==> src/rtl/pipelined_cla_adder.sv <==
// Pipelined carry-lookahead adder/subtractor: one BLOCK-bit slice per stage,
// carry and partial sum handed forward stage to stage under a single global advance.
module pipelined_cla_adder #(
    parameter int WIDTH = 32,
    parameter int BLOCK = 8
) (
    input  logic             clk,
    input  logic             clrn,
    input  logic             in_valid,
    output logic             in_ready,
    input  logic [WIDTH-1:0] a,
    input  logic [WIDTH-1:0] b,
    input  logic             sub,
    input  logic             ci,
    output logic             out_valid,
    input  logic             out_ready,
    output logic [WIDTH-1:0] s,
    output logic             co,
    output logic             ov,
    output logic             g_out,
    output logic             p_out
);

    localparam int N = WIDTH / BLOCK;

    // Each carry is a flat sum of products: g[j] & p[i:j+1], plus p[i:0] & cin.
    function automatic logic [BLOCK:0] cla_carries(input logic [BLOCK-1:0] g,
                                                   input logic [BLOCK-1:0] p,
                                                   input logic             cin);
        logic [BLOCK:0] c;
        logic           term;
        c    = '0;
        c[0] = cin;
        for (int i = 0; i < BLOCK; i++) begin
            term = cin;
            for (int j = 0; j <= i; j++) term = term & p[j];
            c[i+1] = term;
            for (int j = 0; j <= i; j++) begin
                term = g[j];
                for (int m = j + 1; m <= i; m++) term = term & p[m];
                c[i+1] = c[i+1] | term;
            end
        end
        return c;
    endfunction

    logic                     advance;

    logic [N-1:0]             vld_q,  vld_d,  vld_in;
    logic [N-1:0]             cy_q,   cy_d,   cy_in;
    logic [N-1:0]             gg_q,   gg_d,   gg_in;
    logic [N-1:0]             pp_q,   pp_d,   pp_in;
    logic [N-1:0][WIDTH-1:0]  sum_q,  sum_d,  sum_in;
    logic [N-1:0][WIDTH-1:0]  a_q,    a_d,    a_in;
    logic [N-1:0][WIDTH-1:0]  b_q,    b_d,    b_in;
    logic                     cm_q,   cm_d;

    // The last stage's skew registers and already-consumed skew bits are never read.
    logic                     unused_skew;
    assign unused_skew = ^{a_q, b_q};

    assign advance  = !vld_q[N-1] | out_ready;
    assign in_ready = advance;

    always_comb begin
        vld_in[0] = in_valid;
        cy_in[0]  = sub | ci;
        gg_in[0]  = 1'b0;
        pp_in[0]  = 1'b1;
        sum_in[0] = '0;
        a_in[0]   = a;
        b_in[0]   = sub ? ~b : b;
        for (int k = 1; k < N; k++) begin
            vld_in[k] = vld_q[k-1];
            cy_in[k]  = cy_q[k-1];
            gg_in[k]  = gg_q[k-1];
            pp_in[k]  = pp_q[k-1];
            sum_in[k] = sum_q[k-1];
            a_in[k]   = a_q[k-1];
            b_in[k]   = b_q[k-1];
        end
    end

    always_comb begin
        logic [BLOCK-1:0] sa;
        logic [BLOCK-1:0] sb;
        logic [BLOCK-1:0] sg;
        logic [BLOCK-1:0] sp;
        logic [BLOCK:0]   sc;
        logic [BLOCK:0]   gc;
        logic [WIDTH-1:0] keep;
        sa    = '0;
        sb    = '0;
        sg    = '0;
        sp    = '0;
        sc    = '0;
        gc    = '0;
        keep  = '0;
        vld_d = '0;
        cy_d  = '0;
        gg_d  = '0;
        pp_d  = '0;
        sum_d = '0;
        a_d   = '0;
        b_d   = '0;
        cm_d  = 1'b0;
        for (int k = 0; k < N; k++) begin
            sa   = a_in[k][k*BLOCK +: BLOCK];
            sb   = b_in[k][k*BLOCK +: BLOCK];
            sg   = sa & sb;
            sp   = sa | sb;
            sc   = cla_carries(sg, sp, cy_in[k]);
            gc   = cla_carries(sg, sp, 1'b0);
            keep = {WIDTH{1'b1}} << ((k + 1) * BLOCK);

            vld_d[k]                   = vld_in[k];
            cy_d[k]                    = sc[BLOCK];
            sum_d[k]                   = sum_in[k];
            sum_d[k][k*BLOCK +: BLOCK] = sa ^ sb ^ sc[BLOCK-1:0];
            gg_d[k]                    = gc[BLOCK] | ((&sp) & gg_in[k]);
            pp_d[k]                    = pp_in[k] & (&sp);
            a_d[k]                     = a_in[k] & keep;
            b_d[k]                     = b_in[k] & keep;
            if (k == N - 1) cm_d = sc[BLOCK-1];
        end
    end

    always_ff @(posedge clk or negedge clrn) begin
        if (!clrn) begin
            vld_q <= '0;
            cy_q  <= '0;
            gg_q  <= '0;
            pp_q  <= '0;
            sum_q <= '0;
            a_q   <= '0;
            b_q   <= '0;
            cm_q  <= 1'b0;
        end else if (advance) begin
            vld_q <= vld_d;
            cy_q  <= cy_d;
            gg_q  <= gg_d;
            pp_q  <= pp_d;
            sum_q <= sum_d;
            a_q   <= a_d;
            b_q   <= b_d;
            cm_q  <= cm_d;
        end
    end

    assign out_valid = vld_q[N-1];
    assign s         = sum_q[N-1];
    assign co        = cy_q[N-1];
    assign ov        = cm_q ^ cy_q[N-1];
    assign g_out     = gg_q[N-1];
    assign p_out     = pp_q[N-1];

endmodule

==> config.mk <==
export PLATFORM = sky130hd
export DESIGN_NAME = pipelined_cla_adder
export DESIGN_NICKNAME = d
export VERILOG_FILES = /design/src/rtl/pipelined_cla_adder.sv
export SDC_FILE = /design/constraint.sdc
export NUM_CORES = 1
export LEC_CHECK = 0
export BUFFER_PORTS_ARGS = -buffer_cell sky130_fd_sc_hd__buf_2
export CORE_ASPECT_RATIO = 1.1
export CORE_MARGIN = 4
export CORE_UTILIZATION = 27
export CTS_BUF_LIST = sky130_fd_sc_hd__clkbuf_2 sky130_fd_sc_hd__clkbuf_4 sky130_fd_sc_hd__clkbuf_8
export DETAILED_ROUTE_END_ITERATION = 8
export SLEW_MARGIN = 20
export SYNTH_ARGS = -nofsm -noshare
export SYNTH_HDL_FRONTEND = slang
export SYNTH_SLANG_ARGS = --single-unit
==> constraint.sdc <==
create_clock -name clk -period 2.4 [get_ports clk]
set_input_delay 0.36 -clock clk [delete_from_list [all_inputs] [get_ports clk]]
set_output_delay 0.36 -clock clk [all_outputs]
set_load 0.01 [all_outputs]
==> results.py <==
metrics = {
    "run_status": {
        "status": "completed",
    },
    "route": {
        "num_vias": 6858,
        "vias_per_cell": 4.33,
        "routedWlPerCell_um": 13.2,
        "drc": 0,
        "routed_wl_mm": 20.8,
        "ant_nets": 0,
        "drt_first_iter_violations": 376,
        "first_pass_iters": 5,
    },
    "power_and_ir_drop": {
        "p_sw_mw": 5.18,
        "power.share.sequential_pct": 42.3,
        "netSwitchingFraction_pct": 39.8,
        "cellInternalPower_mw": 7.84,
        "clkPwrFrac_pct": 16.4,
        "power_density_nw_per_um2": 1190,
        "combinationalPowerShare_pct": 41.3,
        "vdd_ir_drop_max_mv": 0.368,
        "leak_pwr_nw": 5.51,
    },
    "synth": {
        "synth_top_cells_by_count": "sky130_fd_sc_hd__nand2_1 (336), sky130_fd_sc_hd__dfrtp_1 (193), sky130_fd_sc_hd__inv_1 (87)",
        "mappedNetlistNets": 1168,
        "netlist_top_cells_area": "sky130_fd_sc_hd__dfrtp_1 (52%), sky130_fd_sc_hd__nand2_1 (13%), sky130_fd_sc_hd__ha_1 (8.5%)",
        "synthFlopType": "sky130_fd_sc_hd__dfrtp_1",
        "yosys.cell_types.count": 51,
        "syn-mean-instance-area_um2": 9.10,
        "seq_area_frac_synth_pct": 51.5,
        "asyncSetResetFlopFracSynth_pct": 100,
        "synth.top_cell.area_share_pct": 51.5,
        "yosys_warnings": 0,
        "yosys.cell_count.top_type": "sky130_fd_sc_hd__nand2_1",
        "synth_cells": 1030,
        "synth_enable_flop_cells": 0,
        "ys_ff_latch": 193,
        "synth_top_cell_by_area": "sky130_fd_sc_hd__dfrtp_1",
        "syn-cell-area_um2": 9380,
    },
    "flow_run": {
        "max_capacitance_violation_total": 0,
    },
    "placed_design": {
        "post-place-ws_ns": 0.0182,
        "gp_routability_congestion": 0.804,
        "detailed_place_hpwl_mm": 15.6,
        "port_buffers": 107,
        "dp.cells": 1552,
        "post_place_instance_area_um2": 10500,
    },
    "timing": {
        "final.period_utilization_pct": 90.8,
        "timing.final.setup_violations": 0,
        "setup_tns_ns": 0,
        "timing.final.crit_period_ns": 2.18,
        "fin_skew_ns": 0.0160,
        "slew_viol_final": 0,
        "relSlewSlack_pct": 57.8,
        "timing.final.ws_setup_ns": 0.221,
        "worst_pin_slew_ns": 0.633,
        "clock.fmax_mhz": 459,
        "grt_setup_unrepaired": "false",
        "finalHoldViolCount": 0,
    },
    "worst_setup_path": {
        "critical_path.endpoint": "sum_d[79]",
        "critical_path_arrival_ns": 2.55,
        "cp_cell_sequence": "inv_1 > ha_1 > or4_4 > nor3_4 > a21oi_2 > or4b_1 > and3_1",
        "critical_path.reg2reg.startpoint": "a_in[41]",
        "max_stage_delay_ns": 0.56,
        "critPathCaptureType": "flip-flop",
        "critPathLaunchType": "flip-flop",
        "worst-setup-path-type": "flip-flop to flip-flop",
        "worst_reg_to_reg_setup_slack_ns": 0.22,
        "worst-path-stages": 7,
        "critical_path_buf_inv_count": 1,
        "crit_path_top_delay_cell": "sky130_fd_sc_hd__or4_4",
        "timing.critical_path.from": "a_in[41]",
        "cp_top_family": "simple AND/OR/NAND/NOR gates",
        "r2r_cells": 7,
        "timing.critical_path.required_ns": 2.77,
        "timing.rr.end": "sum_d[79]",
        "cp_max_fanout": 4,
    },
    "floorplan": {
        "fp.dieArea_um2": 37800,
        "die_h_um": 203,
        "placementRows": 71,
        "top_level_pins": 108,
        "die_x_um": 186,
        "design.core.area_um2": 34200,
        "start_util_pct": 27.4,
    },
    "clocking": {
        "cts_setup_buffers": 0,
        "inserted_clock_buffers": 17,
        "clock_latency_ns": 0.47,
        "clkTransAtPathRegs_ns": 0.11,
        "cts_sinks": 193,
        "clockBufferDepth": 2,
        "root_buffer": "sky130_fd_sc_hd__clkbuf_8",
        "h-tree-depth": 4,
        "cts_tree": "yes",
    },
    "grt": {
        "grtUsageTotal_pct": 11.4,
        "grt_max_degree": 75,
        "grt_pass1_wl_mm": 35.0,
        "antenna_found_initial": 3,
        "overflow": 0,
        "number_of_global_route_vias_before_repair": 6920,
    },
    "final_layout": {
        "multi_input_area_um2": 4030,
        "regArea_um2": 4830,
        "areaGrowthSynthToFinish_pct": 16.4,
        "drive_above_1_share_pct": 15.2,
        "final_util_pct": 31.9,
        "final.fill_count": 3542,
        "design_area_um2": 10900,
        "finish.cell_count_without_fillers": 1585,
        "num-nets-final": 1272,
        "antenna_cells": 0,
    },
    "worst_hold_path": {
        "worst_hold_path_type": "primary input to flip-flop",
    },
}
## state kept, by name, summed over array words and instances (netlist names)
| register | flops |
|---|---|
| a_d | 24 |
| cm_q | 1 |
| pp_q | 4 |
| s | 32 |
| vld_q | 4 |
| cy_q | 4 |
| sum_d | 48 |
| a_in | 24 |
| b_in | 24 |
| gg_q | 4 |
| b_d | 24 |
## worst reg2reg max path, cell delays in order, from the launching register on
cell and delay, ns:
sky130_fd_sc_hd__dfrtp_1 0.36, sky130_fd_sc_hd__inv_1 0.06, sky130_fd_sc_hd__ha_1 0.22, sky130_fd_sc_hd__or4_4 0.56, sky130_fd_sc_hd__nor3_4 0.17, sky130_fd_sc_hd__a21oi_2 0.11, sky130_fd_sc_hd__or4b_1 0.46, sky130_fd_sc_hd__and3_1 0.15
## logic make-up (layout without fill, tap and decap cells)
logic type / Yosys count / in the layout / share of synthesized area [%]
simple gates: 421 / 421 / 18.2
flops: 193 / 193 / 51.5
compound gates: 152 / 152 / 9.36
buf+inv: 134 / 251 / 5.67
fa+ha+maj: 68 / 68 / 9.40
xor+xnor: 59 / 59 / 5.51
mux: 3 / 3 / 0.347
## area by class of cell
cell class                      count  area share, %
Sequential cell                   193           44.3
Multi-Input combinational cell    703           36.9
Timing Repair Buffer              131           7.12
Tap cell                          438           5.02
Inverter                           88           3.07
Clock buffer                       20           2.52
Clock inverter                     12           1.13
## per-layer routing
metal	global-route usage [%]	wire, um
met5	0	40
met4	3.85	424
met2	17.5	9220
met3	2.46	727
met1	16.1	10400
## power by group through the flow
stage               combinational [mW]  sequential (mW)  clock [mW]
floorplan                         3.73             5.51           0
global placement                  5.37             5.54           0
detailed placement                5.44             5.60           0
CTS                               5.48             5.53        2.22
global route                      6.21             5.71        2.34
finish                            5.37             5.51        2.14
## stage by stage
step / hold WS, ns / power [mW]
4_1_cts: 0.0549 / 13.2
6_report: 0.0874 / 13.0
5_1_grt: 0.0575 / 14.3
3_3_place_gp: 0.438 / 10.9
3_5_place_dp: 0.441 / 11.0
2_1_floorplan: 0.0644 / 9.25
## worst min path at each step
stage	cells after the start	from	slack, ns	end
2_1_floorplan	0	clrn	0.06	a_d[48]
3_3_place_gp	1	clrn	0.44	cy_q[0]
3_5_place_dp	1	clrn	0.44	cy_q[0]
4_1_cts	3	a[21]	0.05	a_d[53]
5_1_grt	3	a[22]	0.06	a_d[54]
6_report	3	a[27]	0.09	a_d[59]
## placed cells by master (no fill, tap or decap), types with 3 or more instances in the layout
cell type                    n
sky130_fd_sc_hd__buf_4      19
sky130_fd_sc_hd__inv_6       3
sky130_fd_sc_hd__xor2_1     26
sky130_fd_sc_hd__nand2_1   336
sky130_fd_sc_hd__ha_1       64
sky130_fd_sc_hd__buf_2     106
sky130_fd_sc_hd__clkbuf_8   21
sky130_fd_sc_hd__nor2_1     44
sky130_fd_sc_hd__nor3_1      3
sky130_fd_sc_hd__nor2b_1     4
sky130_fd_sc_hd__fa_1        4
sky130_fd_sc_hd__xnor2_1    33
sky130_fd_sc_hd__nand3_1     6
sky130_fd_sc_hd__a211oi_1    3
sky130_fd_sc_hd__o21bai_1    6
sky130_fd_sc_hd__buf_12      4
sky130_fd_sc_hd__inv_8       3
sky130_fd_sc_hd__nor4_1      3
sky130_fd_sc_hd__nand2b_1    8
sky130_fd_sc_hd__a21oi_1    44
sky130_fd_sc_hd__inv_1      87
sky130_fd_sc_hd__or3_1       8
sky130_fd_sc_hd__dfrtp_1   193
sky130_fd_sc_hd__o21ai_0    78
## repair_timing
action / CTS / global route
hold buffers: 1 / 0
setup endpoints to repair: 0 / 0
gates resized for setup: 0 / 0
endpoints found under the hold margin: 70 / 0
Power figures use the tool's default switching activity.
